File: src/rtl/kdf_pkg.sv
// kdf_pkg: FSM state type, seed packing and width-check helpers for kdf_spongent_multi.
package kdf_pkg;

    typedef enum logic [2:0] {
        S_IDLE, S_SEED, S_KICK, S_WAIT, S_STORE, S_DONE
    } kdf_state_t;

    // Widest field the packing helper accepts, and the width of its scratch result.
    localparam int KDF_FIELD_W = 128;
    localparam int KDF_SEED_W  = 4 * KDF_FIELD_W;

    function automatic int kdf_seed_bits(input int pw, input int sw, input int cw, input int iw);
        return pw + sw + cw + iw;
    endfunction

    function automatic logic kdf_widths_ok(input int n, input int pw, input int sw,
                                           input int cw, input int iw);
        return (kdf_seed_bits(pw, sw, cw, iw) <= n) &&
               (pw <= KDF_FIELD_W) && (sw <= KDF_FIELD_W) &&
               (cw <= KDF_FIELD_W) && (iw <= KDF_FIELD_W);
    endfunction

    // {zero pad, psw, salt, cnt, idx}; callers zero-extend each field and truncate to N.
    function automatic logic [KDF_SEED_W-1:0] kdf_seed_pack(
        input logic [KDF_FIELD_W-1:0] psw,
        input logic [KDF_FIELD_W-1:0] salt,
        input logic [KDF_FIELD_W-1:0] cnt,
        input logic [KDF_FIELD_W-1:0] idx,
        input int sw, input int cw, input int iw
    );
        logic [KDF_SEED_W-1:0] s;
        s = KDF_SEED_W'(psw) << (sw + cw + iw);
        s = s | (KDF_SEED_W'(salt) << (cw + iw));
        s = s | (KDF_SEED_W'(cnt) << iw);
        s = s | KDF_SEED_W'(idx);
        return s;
    endfunction

endpackage

File: src/rtl/kdf_block_ctrl.sv
// kdf_block_ctrl: iteration counter, block index and terminal compares for the KDF sequencer.
module kdf_block_ctrl #(
    parameter int COUNT_WIDTH = 24,
    parameter int IDX_WIDTH   = 8,
    parameter int KEY_BLOCKS  = 2
) (
    input  logic                   clk,
    input  logic                   rst,
    input  logic                   clr,
    input  logic                   step,
    input  logic [COUNT_WIDTH-1:0] count,
    output logic [IDX_WIDTH-1:0]   block_idx,
    output logic                   last_iter,
    output logic                   last_block
);
    logic [COUNT_WIDTH-1:0] iter_cnt, count_m1;

    // Comparing against count-1 before incrementing keeps the counter from ever wrapping.
    assign count_m1   = (count == '0) ? '0 : count - COUNT_WIDTH'(1);
    assign last_iter  = (iter_cnt >= count_m1);
    assign last_block = (block_idx == IDX_WIDTH'(KEY_BLOCKS - 1));

    always_ff @(posedge clk) begin
        if (!rst || clr) begin
            iter_cnt  <= '0;
            block_idx <= '0;
        end else if (step) begin
            if (!last_iter) begin
                iter_cnt <= iter_cnt + COUNT_WIDTH'(1);
            end else if (!last_block) begin
                iter_cnt  <= '0;
                block_idx <= block_idx + IDX_WIDTH'(1);
            end
        end
    end

endmodule

File: src/rtl/spongent.sv
// spongent: iterative Spongent sponge hash over one fixed-length N-bit message, one round per clock.
// rst is synchronous active-low; end_hash and hash hold until the next reset.
module spongent #(
    parameter int N = 128,
    parameter int c = 128,
    parameter int r = 8,
    parameter int R = 70,
    parameter logic [6:0] lCounter_initial_state  = 7'h7A,
    parameter logic [7:0] lCounter_feedback_coeff = 8'hC1
) (
    input  logic         clk,
    input  logic         rst,
    input  logic [N-1:0] message,
    output logic [N-1:0] hash,
    output logic         end_hash
);
    localparam int B  = c + r;
    localparam int NB = N / r;
    localparam int BW = (NB > 1) ? $clog2(NB) : 1;
    localparam int RW = (R > 1) ? $clog2(R) : 1;
    localparam logic [15:0][3:0] SBOX = {4'h6, 4'h3, 4'hC, 4'h9, 4'h5, 4'h8, 4'hA, 4'h7,
                                         4'hF, 4'h4, 4'h1, 4'h2, 4'h0, 4'hB, 4'hD, 4'hE};

    typedef enum logic [1:0] {P_ABSORB, P_SQUEEZE, P_FIN} phase_t;

    phase_t               phase;
    logic [B-1:0]         st, st_in, st_rnd;
    logic [6:0]           lc, lc_next;
    logic [RW-1:0]        rnd;
    logic [BW-1:0]        blk;
    logic [NB-1:0][r-1:0] msg_arr;
    logic                 last_rnd, last_blk, capture;

    function automatic int perm_pos(input int j);
        return (j == B - 1) ? B - 1 : (j * (B / 4)) % (B - 1);
    endfunction

    function automatic logic [B-1:0] round_f(input logic [B-1:0] s, input logic [6:0] l);
        logic [B-1:0] t, p;
        t = s;
        for (int k = 0; k < 7; k++) begin
            t[k]         = t[k] ^ l[k];
            t[B - 1 - k] = t[B - 1 - k] ^ l[k];
        end
        for (int n = 0; n < B / 4; n++)
            t[4*n +: 4] = SBOX[t[4*n +: 4]];
        p = '0;
        for (int j = 0; j < B; j++)
            p[perm_pos(j)] = t[j];
        return p;
    endfunction

    assign msg_arr  = message;
    assign last_rnd = (rnd == RW'(R - 1));
    assign last_blk = (blk == BW'(NB - 1));
    assign capture  = (phase == P_SQUEEZE) && (rnd == '0);
    assign lc_next  = {lc[5:0], ^(lc & lCounter_feedback_coeff[7:1])};
    // Message blocks are absorbed MSB-first, XORed in on the first round of each permutation.
    assign st_in    = (phase == P_ABSORB && rnd == '0) ? (st ^ B'(msg_arr[BW'(NB - 1) - blk])) : st;
    assign st_rnd   = round_f(st_in, lc);

    always_ff @(posedge clk) begin
        if (!rst) begin
            phase    <= P_ABSORB;
            st       <= '0;
            lc       <= lCounter_initial_state;
            rnd      <= '0;
            blk      <= '0;
            hash     <= '0;
            end_hash <= 1'b0;
        end else if (phase != P_FIN) begin
            if (capture)
                hash <= {hash[N-r-1:0], st[r-1:0]};
            if (capture && last_blk) begin
                phase    <= P_FIN;
                end_hash <= 1'b1;
            end else begin
                st <= st_rnd;
                if (last_rnd) begin
                    rnd <= '0;
                    lc  <= lCounter_initial_state;
                    if (last_blk) begin
                        blk   <= '0;
                        phase <= P_SQUEEZE;
                    end else begin
                        blk <= blk + BW'(1);
                    end
                end else begin
                    rnd <= rnd + RW'(1);
                    lc  <= lc_next;
                end
            end
        end
    end

endmodule

File: src/rtl/kdf_spongent_multi.sv
// kdf_spongent_multi: start/done key-derivation engine producing KEY_BLOCKS iterated spongent digests.
// Define KDF_XOR_ACCUM_EN to make each block the XOR of all its digests instead of the last one.
module kdf_spongent_multi
    import kdf_pkg::*;
#(
    parameter int          N                       = 128,
    parameter int          c                       = 128,
    parameter int          r                       = 8,
    parameter int          R                       = 70,
    parameter logic [6:0]  lCounter_initial_state  = 7'h7A,
    parameter logic [7:0]  lCounter_feedback_coeff = 8'hC1,
    parameter int          SALT_WIDTH              = 64,
    parameter int          COUNT_WIDTH             = 24,
    parameter int          PSW_WIDTH               = 32,
    parameter int          IDX_WIDTH               = 8,
    parameter int          KEY_BLOCKS              = 2
) (
    input  logic                    clk,
    input  logic                    rst,
    input  logic                    start,
    input  logic [SALT_WIDTH-1:0]   salt,
    input  logic [COUNT_WIDTH-1:0]  count,
    input  logic [PSW_WIDTH-1:0]    user_password,
    output logic                    busy,
    output logic                    done,
    output logic [KEY_BLOCKS*N-1:0] key_derivated
);
    if (!kdf_widths_ok(N, PSW_WIDTH, SALT_WIDTH, COUNT_WIDTH, IDX_WIDTH) ||
        KEY_BLOCKS < 1 || KEY_BLOCKS > (1 << IDX_WIDTH)) begin : g_cfg_err
        $error("kdf_spongent_multi: seed fields exceed N or KEY_BLOCKS out of range");
    end

    kdf_state_t                  state_q, state_d;
    logic [PSW_WIDTH-1:0]        psw_q;
    logic [SALT_WIDTH-1:0]       salt_q;
    logic [COUNT_WIDTH-1:0]      cnt_q;
    logic [N-1:0]                msg_q, hash, blk_res;
    logic [KEY_BLOCKS-1:0][N-1:0] key_q;
    logic [IDX_WIDTH-1:0]        block_idx;
    logic                        last_iter, last_block, end_hash, core_rst, accept;

    assign accept        = (state_q == S_IDLE) && start;
    assign core_rst      = rst && (state_q != S_KICK);
    assign key_derivated = key_q;

    spongent #(
        .N(N), .c(c), .r(r), .R(R),
        .lCounter_initial_state(lCounter_initial_state),
        .lCounter_feedback_coeff(lCounter_feedback_coeff)
    ) u_core (
        .clk(clk), .rst(core_rst), .message(msg_q), .hash(hash), .end_hash(end_hash)
    );

    kdf_block_ctrl #(
        .COUNT_WIDTH(COUNT_WIDTH), .IDX_WIDTH(IDX_WIDTH), .KEY_BLOCKS(KEY_BLOCKS)
    ) u_ctrl (
        .clk(clk), .rst(rst), .clr(accept), .step(state_q == S_STORE), .count(cnt_q),
        .block_idx(block_idx), .last_iter(last_iter), .last_block(last_block)
    );

    always_ff @(posedge clk) begin
        if (!rst) state_q <= S_IDLE;
        else      state_q <= state_d;
    end

    always_comb begin
        state_d = state_q;
        busy    = 1'b0;
        done    = 1'b0;
        case (state_q)
            S_IDLE:  if (start) state_d = S_SEED;
            S_SEED:  begin busy = 1'b1; state_d = S_KICK; end
            S_KICK:  begin busy = 1'b1; state_d = S_WAIT; end
            S_WAIT:  begin busy = 1'b1; if (end_hash) state_d = S_STORE; end
            S_STORE: begin
                busy = 1'b1;
                if (!last_iter)     state_d = S_KICK;
                else if (last_block) state_d = S_DONE;
                else                state_d = S_SEED;
            end
            S_DONE:  begin done = 1'b1; state_d = S_IDLE; end
            default: state_d = S_IDLE;
        endcase
    end

    always_ff @(posedge clk) begin
        if (!rst) begin
            psw_q  <= '0;
            salt_q <= '0;
            cnt_q  <= '0;
            msg_q  <= '0;
            key_q  <= '0;
        end else begin
            case (state_q)
                S_IDLE: if (start) begin
                    psw_q  <= user_password;
                    salt_q <= salt;
                    cnt_q  <= count;
                    key_q  <= '0;
                end
                S_SEED: msg_q <= N'(kdf_seed_pack(KDF_FIELD_W'(psw_q), KDF_FIELD_W'(salt_q),
                                                  KDF_FIELD_W'(cnt_q), KDF_FIELD_W'(block_idx),
                                                  SALT_WIDTH, COUNT_WIDTH, IDX_WIDTH));
                // The digest becomes the next iteration's message.
                S_WAIT: if (end_hash) msg_q <= hash;
                S_STORE: if (last_iter) begin
                    for (int k = 0; k < KEY_BLOCKS; k++)
                        if (block_idx == IDX_WIDTH'(k)) key_q[k] <= blk_res;
                end
                default: ;
            endcase
        end
    end

`ifdef KDF_XOR_ACCUM_EN
    logic [N-1:0] acc_q;

    // Cleared at SEED so the first digest of each block loads straight in.
    always_ff @(posedge clk) begin
        if (!rst)                                acc_q <= '0;
        else if (state_q == S_SEED)              acc_q <= '0;
        else if (state_q == S_WAIT && end_hash)  acc_q <= acc_q ^ hash;
    end

    assign blk_res = acc_q;
`else
    assign blk_res = msg_q;
`endif

endmodule

File: config.mk
export PLATFORM = sky130hd
export DESIGN_NAME = kdf_spongent_multi
export DESIGN_NICKNAME = d
export VERILOG_FILES = /design/src/rtl/kdf_pkg.sv /design/src/rtl/kdf_block_ctrl.sv /design/src/rtl/spongent.sv /design/src/rtl/kdf_spongent_multi.sv
export SDC_FILE = /design/constraint.sdc
export NUM_CORES = 2
export LEC_CHECK = 0
export BUFFER_PORTS_ARGS = -buffer_cell sky130_fd_sc_hd__buf_2
export CAP_MARGIN = 40
export CORE_MARGIN = 2
export CORE_UTILIZATION = 35
export CTS_CLUSTER_DIAMETER = 40
export DETAILED_ROUTE_END_ITERATION = 16
export MAX_ROUTING_LAYER = met4
export PLACE_DENSITY = 0.58
export SYNTH_ARGS = -nofsm -noshare
export SYNTH_HDL_FRONTEND = slang
export SYNTH_SLANG_ARGS = --single-unit
File: constraint.sdc
create_clock -name clk -period 4.45 [get_ports clk]
set_input_delay 0.89 -clock clk [delete_from_list [all_inputs] [get_ports clk]]
set_output_delay 0.89 -clock clk [all_outputs]
set_load 0.005 [all_outputs]
==> results.sh <==
export IMPL_outcome="completed"
export IMPL_ir_worst_vdd_uv=364
export IMPL_cts_inserted_buffers=118
export IMPL_hold_ws_ns=0.420
export IMPL_postRouteAntennaNets=0
export IMPL_r2r_end="key_derivated[107]"
export IMPL_rows=120
export IMPL_reg2reg_slack_ns=0.23
export IMPL_crit_family="simple AND/OR/NAND/NOR gates"
export IMPL_async_flop_share_pct=0
export IMPL_synth_ff_type="dfxtp_1"
export IMPL_synthSimpleGateAreaFrac_pct=15.6
export IMPL_cp_cell_sequence="or4_1 > nor4_2 > nand2_2 > nand2_1 > ha_1 > o21ai_0 > a21oi_1 > a221oi_2 > o31ai_2 > a21oi_1 > nor2_4 > buf_12 > buf_4 > mux2i_1"
export IMPL_clk_latency_ns=0.70
export IMPL_crit_arrival_ns=4.81
export IMPL_synth_seq_area_share_pct=43.5
export IMPL_ys_warn_count=0
export IMPL_min_to="salt_q[23]"
export IMPL_syn_nets=4642
export IMPL_synth_cell_types=81
export IMPL_maxSlewViolCount=0
export IMPL_synthAdderAreaFrac_pct=5.54
export IMPL_max_cap_violations=0
export IMPL_final_util_pct=42.2
export IMPL_fp_dieW_um=333
export IMPL_final_nets=4879
export IMPL_nFillCells=10600
export IMPL_start_kind="flop"
export IMPL_cts_buffer_depth=3
export IMPL_place_area_um2=41200
export IMPL_final_area_um2=45300
export IMPL_holdCritStartpoint="salt[23]"
export IMPL_vias=31800
export IMPL_synth_top_family_by_area="compound AO/OA/AOI/OAI gates"
export IMPL_min_path_cells=3
export IMPL_synth_area_um2=37900
export IMPL_grt_pass1_wl_mm=183
export IMPL_root_buffer="clkbuf_16"
export IMPL_clkSinkCount=824
export IMPL_wl_per_cell_um=19.8
export IMPL_h_tree_depth=3
export IMPL_crit_path_end_kind="flop"
export IMPL_crit_start="cnt_q[16]"
export IMPL_layout_drive_gt1_share_pct=15.7
export IMPL_cts_tree="built"
export IMPL_antenna_found_initial=18
export IMPL_routabilityCongestion=0.847
export IMPL_fin_crit_ns=4.22
export IMPL_p_per_area_nw_per_um2=549
export IMPL_dpl_hpwl_mm=83.5
export IMPL_start_util_pct=35.3
export IMPL_p_leak_uw=0.0185
export IMPL_core_area_um2=107000
export IMPL_grt_max_degree=145
export IMPL_finalHoldViolCount=0
export IMPL_track_usage_pct=21.7
export IMPL_synth_edf_count=0
export IMPL_tightest_slew_ns=0.898
export IMPL_io_buffer_count=380
export IMPL_grt_remaining_overflow=0
export IMPL_critPathMaxFanout=25
export IMPL_required_ns=5.04
export IMPL_yosysTopAreaCell="dfxtp_1"
export IMPL_ctsResizeCount=2
export IMPL_finalSetupViolations=0
export IMPL_synth_top_area_share_pct=43.5
export IMPL_synthMuxAreaShare_pct=11.5
export IMPL_clkTransAtPathRegs_ns=0.06
export IMPL_detailedRoute_firstPassIterationCount=7
export IMPL_die_area_um2=111000
export IMPL_drc=0
export IMPL_avgViaCountPerCell=5.20
export IMPL_cpMostUsedCell="a21oi_1"
export IMPL_max_freq_mhz=237
export IMPL_rr_startpoint="cnt_q[16]"
export IMPL_wirelength_mm=121
export IMPL_crit_type="flop to flop"
export IMPL_synthCells=4351
export IMPL_slew_headroom_pct=40.0
export IMPL_synth_xor_area_share_pct=2.47
export IMPL_crit_slowest_cell="or4_1"
export IMPL_io_pins=381
export IMPL_synth_compound_area_share_pct=16.2
export IMPL_die_height_um=333
export IMPL_reg2regPathDepth=14
export IMPL_synth_area_leaders="dfxtp_1, nand2_1, mux2i_1, a21oi_1, ha_1"
export IMPL_critPathBufInv=2
export IMPL_ys_seq_elements=824
export IMPL_cts_hold_buf=0
export IMPL_syn_area_per_cell_um2=8.72
export IMPL_grt_pass1_vias=29700
export IMPL_critical_path_max_stage_delay_ns=0.62
export IMPL_fin_crit_sh_pct=94.8
export IMPL_rsz0062_at_grt="false"
export IMPL_finClkSkew_ns=0.0435
export IMPL_post_cts_buffers=0
export IMPL_synth_common_cells="nand2_1, dfxtp_1, a21oi_1"
export IMPL_drt_iter0_drc=2258
export IMPL_syn_to_final_growth_pct=19.5
export IMPL_yosysMostFrequentCell="nand2_1"
export IMPL_hold_class="primary input to flop"
[power by group]
part / switching [µW] / total (µW) / internal (µW)
logic: 3090 / 5770 / 2690
registers: 1480 / 9640 / 8170
clock network: 3680 / 9480 / 5800
total: 8240 / 24900 / 16700
[cell usage in the layout, fill, tap and decap left out, types with 19 or more instances in the layout]
cell | netlist | routed
nand2_1 | 1002 | 1000
dfxtp_1 | 824 | 822
a21oi_1 | 427 | 427
buf_2 | 60 | 380
mux2i_1 | 317 | 317
nor2_1 | 268 | 265
a211oi_1 | 219 | 218
ha_1 | 168 | 168
a22o_1 | 130 | 130
inv_1 | 129 | 129
clkbuf_16 | 0 | 120
xnor2_1 | 66 | 66
o21ai_0 | 59 | 58
nor3_1 | 57 | 56
nand3_1 | 56 | 55
buf_4 | 2 | 52
o211ai_1 | 50 | 50
mux4_2 | 31 | 31
xor2_1 | 28 | 28
buf_12 | 1 | 27
clkbuf_8 | 5 | 24
clkbuf_1 | 253 | 19
[kinds of logic (layout without fill, tap and decap cells)]
family	after synthesis	count (layout)
AO/OA/AOI/OAI	950	950
buffers and inverters	477	814
multiplexers	368	368
flip-flops	824	824
adder cells (fa/ha/maj)	168	168
XOR/XNOR	99	99
other	0	14
AND/OR/NAND/NOR	1465	1465
[routing by layer]
| layer | track usage (%) | share of wire (%) | wire, µm | vias up |
|---|---|---|---|---|
| li1 | - | - | - | 15500 |
| met1 | 28.6 | 46 | 55000 | 15200 |
| met2 | 33.9 | 46 | 55000 | 820 |
| met3 | 3.69 | 5.7 | 6890 | 213 |
| met4 | 6.83 | 3.3 | 3940 | 0 |
| met5 | - | 0 | 0 | - |
[worst reg2reg max path, stage by stage (launching register included)]
cell      delay (ns)
dfxtp_1         0.30
or4_1           0.62
nor4_2          0.35
nand2_2         0.33
nand2_1         0.15
ha_1            0.17
o21ai_0         0.10
a21oi_1         0.18
a221oi_2        0.08
o31ai_2         0.51
a21oi_1         0.26
nor2_4          0.25
buf_12          0.16
buf_4           0.39
mux2i_1         0.27
[how the worst max path moves through the flow]
stage | endpoint | slack, ns | depth (start not counted)
2_1_floorplan | key_derivated[129] | 0.58 | 17
3_3_place_gp | key_derivated[170] | 0.05 | 13
3_5_place_dp | key_derivated[117] | -0.04 | 14
4_1_cts | key_derivated[107] | 0.11 | 15
5_1_grt | key_derivated[107] | 0.03 | 17
6_report | key_derivated[107] | 0.23 | 14
[flip-flops by register name, summed over array words and instances (netlist names)]
signal            cells
u_core.lc             7
u_core.phase          2
salt_q               64
u_core.st           136
cnt_q                24
u_ctrl.iter_cnt      24
key_derivated       256
u_core.hash         128
u_core.blk            4
u_core.rnd            7
blk_res             128
u_core.end_hash       1
state_q               3
psw_q                32
u_ctrl.block_idx      8
[metrics by stage]
step | total power [µW] | TNS [ns] | cells | setup slack (ns)
5_1_grt | 26200 | 0 | 6104 | 0.0346
6_report | 24900 | 0 | 6105 | 0.230
3_3_place_gp | 15400 | 0 | 5865 | 0.0471
4_1_cts | 25000 | 0 | 6091 | 0.111
2_1_floorplan | 13900 | 0 | 4351 | 0.578
3_5_place_dp | 15500 | -0.654 | 5871 | -0.0385
[area by class of cell]
type | instances | area (µm²) | share of cell area [%]
Antenna cell | 14 | 35.0 | 0.0773
Clock buffer | 163 | 3400 | 7.51
Clock inverter | 57 | 648 | 1.43
Inverter | 131 | 499 | 1.10
Multi-Input combinational cell | 3050 | 19600 | 43.1
Sequential cell | 824 | 16500 | 36.4
Tap cell | 1403 | 1760 | 3.87
Timing Repair Buffer | 463 | 2940 | 6.49
Power figures use the tool's default switching activity.
